$ cat src/rtl/zacore_mem_arbiter.sv
// Shares the single external memory port between instruction fetch and load/store,
// with a starvation guard for fetch and a fixed-latency tag pipeline steering read data.
module zacore_mem_arbiter #(
  parameter int MEM_LATENCY  = 2,
  parameter int STARVE_LIMIT = 3
) (
  input  logic        i_clk,
  input  logic        i_rst,
  input  logic        i_fetch_valid,
  output logic        o_fetch_ready,
  input  logic [31:0] i_fetch_addr,
  output logic        o_fetch_rvalid,
  output logic [31:0] o_fetch_rdata,
  input  logic        i_data_valid,
  output logic        o_data_ready,
  input  logic        i_data_we,
  input  logic [31:0] i_data_addr,
  input  logic [31:0] i_data_wdata,
  input  logic [3:0]  i_data_wmask,
  output logic        o_data_rvalid,
  output logic [31:0] o_data_rdata,
  output logic        o_mem_req,
  output logic        o_mem_we,
  output logic [31:0] o_mem_addr,
  output logic [31:0] o_mem_wdata,
  output logic [3:0]  o_mem_wmask,
  input  logic        i_mem_gnt,
  input  logic [31:0] i_mem_rdata
);

  typedef enum logic {NORMAL, FORCE_FETCH} state_t;

  localparam logic [3:0] LIMIT = 4'(STARVE_LIMIT);

  state_t                 state;
  logic [3:0]             starve_cnt;
  logic [MEM_LATENCY-1:0] tag_valid;
  logic [MEM_LATENCY-1:0] tag_fetch;

  logic sel_fetch;
  logic sel_data;
  logic fetch_acc;
  logic data_acc;
  logic fetch_lost;
  logic read_acc;

  always_comb begin
    sel_fetch  = i_fetch_valid & (~i_data_valid | (state == FORCE_FETCH));
    sel_data   = i_data_valid & ~sel_fetch;
    fetch_acc  = sel_fetch & i_mem_gnt;
    data_acc   = sel_data & i_mem_gnt;
    fetch_lost = i_fetch_valid & data_acc;
    read_acc   = fetch_acc | (data_acc & ~i_data_we);
  end

  assign o_fetch_ready = fetch_acc;
  assign o_data_ready  = data_acc;
  assign o_mem_req     = i_fetch_valid | i_data_valid;

  always_comb begin
    o_mem_we    = 1'b0;
    o_mem_addr  = '0;
    o_mem_wdata = '0;
    o_mem_wmask = '0;
    if (sel_fetch) begin
      o_mem_addr = i_fetch_addr;
    end else if (sel_data) begin
      o_mem_we    = i_data_we;
      o_mem_addr  = i_data_addr;
      o_mem_wdata = i_data_wdata;
      o_mem_wmask = i_data_wmask;
    end
  end

  // Counter only ever climbs in NORMAL, where it stays below LIMIT, so +1 cannot wrap.
  always_ff @(posedge i_clk or posedge i_rst) begin
    if (i_rst) begin
      state      <= NORMAL;
      starve_cnt <= '0;
    end else begin
      case (state)
        NORMAL: begin
          if (!i_fetch_valid || fetch_acc) begin
            starve_cnt <= '0;
          end else if (fetch_lost) begin
            if (starve_cnt + 4'd1 >= LIMIT) begin
              starve_cnt <= LIMIT;
              state      <= FORCE_FETCH;
            end else begin
              starve_cnt <= starve_cnt + 4'd1;
            end
          end
        end
        FORCE_FETCH: begin
          if (fetch_acc || !i_fetch_valid) begin
            starve_cnt <= '0;
            state      <= NORMAL;
          end
        end
        default: begin
          starve_cnt <= '0;
          state      <= NORMAL;
        end
      endcase
    end
  end

  // Shift form works for every legal latency, including a single stage.
  always_ff @(posedge i_clk or posedge i_rst) begin
    if (i_rst) begin
      tag_valid <= '0;
      tag_fetch <= '0;
    end else begin
      tag_valid <= (tag_valid << 1) | MEM_LATENCY'(read_acc);
      tag_fetch <= (tag_fetch << 1) | MEM_LATENCY'(fetch_acc);
    end
  end

  assign o_fetch_rvalid = tag_valid[MEM_LATENCY-1] & tag_fetch[MEM_LATENCY-1];
  assign o_data_rvalid  = tag_valid[MEM_LATENCY-1] & ~tag_fetch[MEM_LATENCY-1];
  assign o_fetch_rdata  = i_mem_rdata;
  assign o_data_rdata   = i_mem_rdata;

endmodule

$ cat config.mk
export PLATFORM = sky130hd
export DESIGN_NAME = zacore_mem_arbiter
export DESIGN_NICKNAME = d
export VERILOG_FILES = /design/src/rtl/zacore_mem_arbiter.sv
export SDC_FILE = /design/constraint.sdc
export NUM_CORES = 1
export LEC_CHECK = 0
export BUFFER_PORTS_ARGS = -buffer_cell sky130_fd_sc_hd__buf_2
export CAP_MARGIN = 40
export CORE_AREA = 5 5 103 105
export DETAILED_ROUTE_END_ITERATION = 12
export DIE_AREA = 0 0 108 110
export HOLD_SLACK_MARGIN = 0.1
export PLACE_DENSITY_LB_ADDON = 0.15
export SETUP_SLACK_MARGIN = 0.3
export SLEW_MARGIN = 15
export SYNTH_ARGS = -nofsm -noshare
export SYNTH_HDL_FRONTEND = slang
export SYNTH_SLANG_ARGS = --single-unit
$ cat constraint.sdc
create_clock -name i_clk -period 1.4 [get_ports i_clk]
set_clock_uncertainty 0.15 [all_clocks]
set_input_delay 0.07 -clock i_clk [delete_from_list [all_inputs] [get_ports i_clk]]
set_output_delay 0.07 -clock i_clk [all_outputs]
set_load 0.005 [all_outputs]
### Word-level counts from Yosys, hierarchy flattened

Cells that the tools add are included.

| storage, ports and cells | value |
|---|---|
| flip-flop bits (word level) | 9 |
| word-level logic and storage cells | 47 |
| bits of input ports | 138 |

| cells by class | value |
|---|---|
| mux-type cells | 18 |
| reductions and logical operators | 3 |
| order comparisons | 1 |
| bitwise gates (word level) | 18 |
| $add $sub $neg | 1 |
| equal/unequal tests | 2 |

Operators with widths:

| operator | count |
|---|---|
| $mux 32 | 4 |
| $mux 4 | 6 |
| $and 1x1->1 | 8 |
| $pmux 4 s2 | 1 |
| $mux 1 | 6 |
| $not 1->1 | 5 |
| $add 4x1->4 const B | 1 |
| $ge 4x2->1 const B | 1 |
| $or 2x1->2 | 2 |
| $ne 3x3->1 const B | 1 |
| $or 1x1->1 | 3 |
| $ne 2x1->1 const B | 1 |
| $pmux 1 s2 | 1 |
| $reduce_and 2->1 | 1 |
| $logic_not 1->1 | 1 |
| $logic_or 1x1->1 | 1 |

### Logic depth before layout (Yosys ltp)

Gate-level depths: netlist of the first run.

| logic depth | value |
|---|---|
| word-level depth | 10 |
| mapped depth | 5 |
| depth with buffers taken out | 5 |

### Worst setup path after synthesis of the first run

OpenSTA, ideal clock, no wires.

| path | value |
|---|---|
| kind | reg-to-reg |
| from | register starve_cnt[0] |
| to | register starve_cnt[1] |
| setup slack | -81 ps |
| cell stages (with the launch flop) | 6 |
| library setup time | 150 ps |
| arrival | 1,182 ps |
| cells stage by stage | dfrtp_1 > ha_1 > and2_1 > a21oi_1 > o311ai_0 > o211ai_1 |

| on the way | value |
|---|---|
| longest elaborated chain between the ends | 6 |

Ends and longest elaborated chain:

| element | line | text |
|---|---|---|
| start, declared | 36 | `logic [3:0] starve_cnt;` |
| start signal, assigned | 90 | `starve_cnt <= starve_cnt + 4'd1;` |
| $add 4x1->4 * | 86, 90 |  |
| $ge 4x2->1 | 86 | `if (starve_cnt + 4'd1 >= LIMIT) begin` |
| $mux 4 * | 86 |  |
| $mux 4 * | 85 | `end else if (fetch_lost) begin` |
| $mux 4 * | 83 | `if (!i_fetch_valid \|\| fetch_acc) begin` |
| $pmux 4 s2 * | 81 | `case (state)` |

Mark *: on every way between the ends. The rest lies on a longest branch, timed or not. The select of a mux whose other input is x is not followed.
A chain may end at the register's enable or synchronous reset.

### Worst setup path in the final report of the first run

| path | value |
|---|---|
| from | register state |
| to | output port o_mem_addr[19] |

| on the way | value |
|---|---|
| longest elaborated chain between the ends | 6 |

Ends and longest elaborated chain:

| element | line | text |
|---|---|---|
| start, declared | 35 | `state_t state;` |
| start signal, assigned | 78 | `state <= NORMAL;` |
| start signal, assigned | 88 | `state <= FORCE_FETCH;` |
| start signal, assigned | 97 | `state <= NORMAL;` |
| $or 1x1->1 * | 48 | `sel_fetch = i_fetch_valid & (~i_data_valid \| (state == FORCE_FETCH));` |
| $and 1x1->1 * | 48 |  |
| $not 1->1 | 49 | `sel_data = i_data_valid & ~sel_fetch;` |
| $and 1x1->1 | 49 |  |
| $mux 32 | 67 | `end else if (sel_data) begin` |
| $mux 32 * | 65 | `if (sel_fetch) begin` |
| end, declared | 24 | `output logic [31:0] o_mem_addr,` |

Mark *: on every way between the ends. The rest lies on a longest branch, timed or not.

==> metrics.cfg, run 1 <==
[status]
status=finished, violations left
violations=negative setup slack

[worst_setup_path]
crit_end=o_mem_addr[19]
crit_start=state
cp-start-kind=flop
r2r_setup_slack_ns=-0.14
reg2regPathDepth=5
cp.arrival_ns=1.45
rr_startpoint=starve_cnt[0]
critPathMaxFanout=10
critPathRequiredTime_ns=1.18
setup.worst_path.class=reg -> out
endpoint_kind=output port
r2r-end=starve_cnt[0]

[grt]
grt_pass1_vias=1948
overflow=0
grt_first_pass_wirelength_mm=10.9
antenna_found_initial=0
grt_max_degree=33
grt_util_all_layers=0.119

[detailed_routing]
wl_per_cell_microns=17.7
drt_iter0_drc=57
via_per_inst=4.17
detail-route-antenna-nets=0
vias=2010
routed_wl_mm=8.51
drt_drc_violations_left=0
drtPass1Iterations=4

[placement]
portBuffers=179
routabilityCongestion=0.697
dp_hpwl_mm=5.82
postPlaceCellArea_sq_um=2150

[final_layout]
final_area_sq_um=2890
most-common-layout-cells=buf_2, and3_1, dlygate4sd3_1
drive_gt1_frac=0.633
final_common_cell=buf_2
fin_util=0.303
layout.nets=490
antenna_cells=0
area_growth_pct=87.6

[timing]
fin_crit_ns=1.67
rsz0062_at_grt=true
setup_viol=75
fin_crit_sh=1.19
worstMarginPinSlew_ns=0.355
slew_violations=0
fmax_ghz=0.601
slew_headroom=0.763
whs_ns=0.0560
finalHoldViolCount=0
final.setup.worst_slack_ns=-0.265
finalSetupTns_ns=-11.50

[clock_network]
cts-buffers-inserted=3
clkTransAtPathRegs_ns=0.04
cts_hold_buffers=35
cts_tree=done
clk_latency_ns=0.23
clock_path_buffers=2
cts_root_buffer=clkbuf_8
cts_sinks=9
cts_max_level=1

[synthesis]
yosysSeqAreaShare=0.146
syn_inst=190
synth_top_area_share=0.327
synth_edf_count=0
yosysTopAreaCell=buf_4
synthesis.nets=330
yosysUniqueCellTypes=28
synth_area_per_cell_sq_um=8.11
synth_warnings=0
async_flop_share=1.00
synth_area_leaders=buf_4, a22o_1, and3_1
syn_area_sq_um=1540
ys.flop_type=dfrtp_1
ys_seq_elements=9

[die]
coreArea_sq_um=9550
start_util=0.161
die_x_microns=108
fp.dieH_microns=110
die_area_sq_um=11900
io_pins=276
rows=36

[pwr]
comb_power_share=0.567
pwr-share-clk=0.226
p_sw_w=0.000408
swShare=0.306
seqPwrFrac=0.207
p_total_w=0.00133
p_int_w=0.000923
irDropWorstVdd_mv=0.228
p_per_area_nw_per_um2=461
p_leak_nw=1.65

[hold_path]
hp-class=in -> reg
whs_path_depth=3

[job]
drv_cap=0

[power groups by stage]
stage          clock network, W  registers, W  logic, W
2_1_floorplan                 0      0.000278  0.000370
3_3_place_gp                  0      0.000279  0.000540
5_1_grt                0.000331      0.000276  0.000826
4_1_cts                0.000312      0.000275  0.000735
6_report               0.000300      0.000276  0.000755
3_5_place_dp                  0      0.000278  0.000539
[critical path: stages, from the launching register on]
cell     delay [ns]
dfrtp_1        0.37
buf_4          0.14
nand2_4        0.08
and2_4         0.21
buf_12         0.14
a22o_1         0.16
buf_2          0.12
[sequential cells by signal, indices dropped and copies added (netlist names)]
signal	flops
state	1
tag_valid	2
starve_cnt	4
tag_fetch	2
[cells in the mapped netlist (all sizes together) (2+ instances only)]
cell type and n:
buf 71, and3 39, a22o 32, clkbuf 9, dfrtp 9, and2 4
inv 3, nand2 3, ha 2, nor2 2, nor2b 2, nor3b 2
[what timing repair did]
| action | CTS | global route |
|---|---|---|
| hold endpoints to repair | 80 | 1 |
| endpoints found under the setup margin | 77 | 81 |
| pin swaps | 4 | 3 |
| buffers inserted | 4 | 1 |
| gates cloned | 3 | 2 |
| gates resized for setup | 24 | 10 |
[layout make-up]
| class | instances | area [sq um] |
|---|---|---|
| Fill cell | 1059 | 6660 |
| Timing Repair Buffer | 234 | 1610 |
| Multi-Input combinational cell | 99 | 833 |
| Sequential cell | 9 | 225 |
| Tap cell | 133 | 166 |
| Clock buffer | 4 | 45.0 |
| Inverter | 3 | 11.3 |
[layer usage]
layer | wire length (microns) | track usage
met5 | 0 | 0
met4 | 45 | 0.0216
met3 | 1010 | 0.0355
met2 | 4420 | 0.224
met1 | 3030 | 0.133
[per-stage QoR]
stage | worst slack, ns | cells
2_1_floorplan | -0.00829 | 190
3_3_place_gp | -0.385 | 433
3_5_place_dp | -0.398 | 433
4_1_cts | -0.281 | 479
5_1_grt | -0.335 | 482
6_report | -0.265 | 482
[cell families after synthesis]
group,Yosys count,synth area share
compound gates,39,0.214
fa+ha+maj,2,0.0162
buf+inv,83,0.385
flops,9,0.146
mux,1,0.00650
simple gates,56,0.232
[worst min path at each step]
stage	start	endpoint	slack [ns]
after floorplan	i_rst	starve_cnt[0]	-0.25
after global placement	i_rst	tag_fetch[0]	-0.07
after detailed placement	i_rst	tag_valid[1]	-0.1
after CTS	i_mem_gnt	starve_cnt[0]	0.05
after global routing	i_mem_gnt	starve_cnt[0]	0.08
final	i_mem_gnt	starve_cnt[0]	0.06
Note: power is estimated with default switching activity, not from simulation.
==> run 2, diff against run 1 <==
--- a/config.mk
+++ b/config.mk
@@ -6,13 +6,15 @@
 export NUM_CORES = 1
 export LEC_CHECK = 0
 export BUFFER_PORTS_ARGS = -buffer_cell sky130_fd_sc_hd__buf_2
-export CAP_MARGIN = 40
+export CAP_MARGIN = 20
 export CORE_AREA = 5 5 103 105
+export CTS_BUF_LIST = sky130_fd_sc_hd__clkbuf_8
 export DETAILED_ROUTE_END_ITERATION = 12
 export DIE_AREA = 0 0 108 110
 export HOLD_SLACK_MARGIN = 0.1
 export PLACE_DENSITY_LB_ADDON = 0.15
 export SETUP_SLACK_MARGIN = 0.3
+export SKIP_LAST_GASP = 1
 export SLEW_MARGIN = 15
 export SYNTH_ARGS = -nofsm -noshare
 export SYNTH_HDL_FRONTEND = slang
==> run 2 against run 1 <==
The flow still finishes with violations (negative setup slack). Global-route usage about the same. Final cell count up 0.41%. Clock-buffer cell count is 1 lower. Register-to-register slack about the same. Setup slack about the same. Die area is the same. Total power decreased by 0.80%. Combinational power fell by 0.8%. Wire length decreased by 0.20%. Cell area shrank 1.1%. Critical path depth stayed put. Critical endpoint unchanged.
==> metrics.cfg, run 2 (synthesized netlist as in run 1, its figures left out) <==
[final_layout]
drive_gt1_frac=0.627  ; -0.00646
largest_registers=starve_cnt x4, tag_fetch x2, tag_valid x2
largest_reg_flops=4  ; unchanged
most-common-layout-cells=buf_2, and3_1, dlygate4sd3_1
regMostFlops=starve_cnt
antenna_cells=0  ; unchanged
area_growth_pct=85.5
final_common_cell=buf_2
num-fill-cells=1064  ; +0.47%
regArea_sq_um=225  ; unchanged
layout.nets=492  ; +0.41%
multi_input_area_sq_um=807  ; -3.2%

[grt]
antenna_found_initial=0  ; unchanged
grt_util_met1=0.133  ; -0.000353
use_met3=0.0355  ; unchanged
grt_util_all_layers=0.118  ; -0.000492
overflow=0  ; unchanged
grt_first_pass_wirelength_mm=10.8  ; -0.25%
use_met2=0.224  ; unchanged
busiest_layer=met2
grt_pass1_vias=1941  ; -0.36%
grt_max_degree=33  ; unchanged

[clock_network]
cts_tree=done
cts_sinks=9  ; unchanged
clock_path_buffers=2  ; unchanged
cts_max_level=1  ; unchanged
clkTransAtPathRegs_ns=0.05  ; about the same
cts_root_buffer=clkbuf_8
clk_latency_ns=0.23  ; about the same
cts-buffers-inserted=3  ; unchanged
cts_hold_buffers=35  ; unchanged

[pwr]
irDropWorstVdd_mv=0.229  ; +0.52%
pwr-share-clk=0.224  ; -0.002
seqPwrFrac=0.209  ; +0.002
p_int_w=0.000911  ; -1.3%
p_sw_w=0.000409  ; +0.33%
p_leak_nw=1.66  ; +0.35%
comb_power_share=0.567  ; about the same
p_per_area_nw_per_um2=462  ; +0.33%
swShare=0.310  ; +0.00348

[hold_path]
min_to=starve_cnt[0]
whs_path_depth=3  ; unchanged
hp-start=i_mem_gnt
hp-class=in -> reg

[timing]
fin_crit_ns=1.66  ; -0.000299 ns
finalSetupTns_ns=-13.03  ; -1.53 ns
final.setup.worst_slack_ns=-0.265  ; +0.000299 ns
slew_violations=0  ; unchanged
rsz0062_at_grt=true
fin_crit_sh=1.19  ; about the same
slew_headroom=0.763  ; about the same
finalHoldViolCount=0  ; unchanged
setup_viol=75  ; unchanged
fmax_ghz=0.601  ; about the same
whs_ns=0.0540  ; -0.00199 ns
worstMarginPinSlew_ns=0.356  ; +0.000940 ns

[job]
drv_cap=0  ; unchanged

[worst_setup_path]
critPathRequiredTime_ns=1.18  ; about the same
cp.arrival_ns=1.44  ; about the same
path_buf_inv=3  ; unchanged
r2r_setup_slack_ns=-0.14  ; about the same
cp_slowest_cell=dfrtp_1
rr_startpoint=starve_cnt[0]
r2r-end=starve_cnt[1]
setup.worst_path.class=reg -> out
cp-start-kind=flop
cpLargestDelayFamily=buffers and inverters
crit_chain=buf_4, nand2_4, and2_4, buf_12, a22o_1, buf_2
max_stage_delay_ns=0.37  ; about the same
critPathMaxFanout=10  ; unchanged
crit_start=state
reg2regPathDepth=5  ; unchanged
endpoint_kind=output port

[die]
die_x_microns=108  ; unchanged
die_area_sq_um=11900  ; unchanged
coreArea_sq_um=9550  ; unchanged
io_pins=276  ; unchanged
start_util=0.161  ; unchanged
fp.dieH_microns=110  ; unchanged
rows=36  ; unchanged

[detailed_routing]
drt_iter0_drc=90  ; +58%
drt_drc_violations_left=0  ; unchanged
routed_wl_mm=8.49  ; -0.20%
via_per_inst=4.15  ; -0.36%
drtPass1Iterations=4  ; unchanged
wl_per_cell_microns=17.5  ; -0.61%
detail-route-antenna-nets=0  ; unchanged
vias=2011  ; +0.050%

[placement]
dp_hpwl_mm=5.82  ; unchanged
routabilityCongestion=0.697  ; unchanged
portBuffers=179  ; unchanged

[status]
status=finished, violations left
violations=negative setup slack

run 2: changes by cell type in the layout (fill, tap and decap cells not counted):
cell	change
buf_6	-1
nand4bb_1	+1
and3_4	-2
buf_12	-1
nand4bb_4	-1
buf_4	+2
inv_1	+1
clkbuf_1	-1
buf_2	+2
and3_1	+2
run 2: area by class of cell:
| type | count | area share |
|---|---|---|
| repair buffers | 236 | 0.561 |
| multi-input cells | 99 | 0.283 |
| flip-flops and latches | 9 | 0.0788 |
| well taps | 133 | 0.0583 |
| clock buffers | 3 | 0.0145 |
| inverters | 3 | 0.00394 |
| clock inverters | 1 | 0.00131 |
run 2: worst max-delay path by stage:
stage	to	slack, ns	cells past startpoint
after floorplan	starve_cnt[1]	-0.008	5
after global routing	o_mem_addr[31]	-0.34	5
after global placement	o_mem_addr[19]	-0.39	4
final	o_mem_addr[19]	-0.26	6
after CTS	o_mem_addr[31]	-0.28	5
after detailed placement	o_fetch_ready	-0.40	4
run 2: timing repair:
action	in CTS	in global routing
setup endpoints to repair	77	81
pin swaps	4	4
endpoints found under the hold margin	80	1
setup buffers	4	2
cloned	3	3
gates resized for setup	20	6
run 2: worst reg2reg max path: stages (launching register included):
cell and delay (ns):
dfrtp_1 0.40, inv_1 0.06, ha_1 0.24, nand4bb_1 0.27, o311ai_4 0.15, o211ai_1 0.13
run 2: power by group through the flow:
stage | Clock (W) | Combinational [W] | Sequential [W]
after floorplan | 0 | 0.000370 | 0.000278
after detailed placement | 0 | 0.000539 | 0.000278
after global routing | 0.000324 | 0.000821 | 0.000276
after global placement | 0 | 0.000540 | 0.000279
final | 0.000296 | 0.000749 | 0.000276
after CTS | 0.000305 | 0.000732 | 0.000275
run 2: through the flow:
step / area [sq um] / cells / total power, W / utilization / setup WS (ns)
3_3_place_gp: 2150 / 433 / 0.000820 / 0.225 / -0.385
2_1_floorplan: 1590 / 190 / 0.000648 / - / -0.00829
6_report: 2860 / 484 / 0.00132 / 0.299 / -0.265
4_1_cts: 2750 / 479 / 0.00131 / 0.288 / -0.282
3_5_place_dp: 2150 / 433 / 0.000818 / 0.225 / -0.398
5_1_grt: 2860 / 484 / 0.00142 / 0.299 / -0.336
run 2: layer usage:
metal | vias up | wire, microns
li1 | 938 | -
met1 | 908 | 3080
met2 | 161 | 4390
met3 | 4 | 979
met4 | 0 | 45
met5 | - | 0
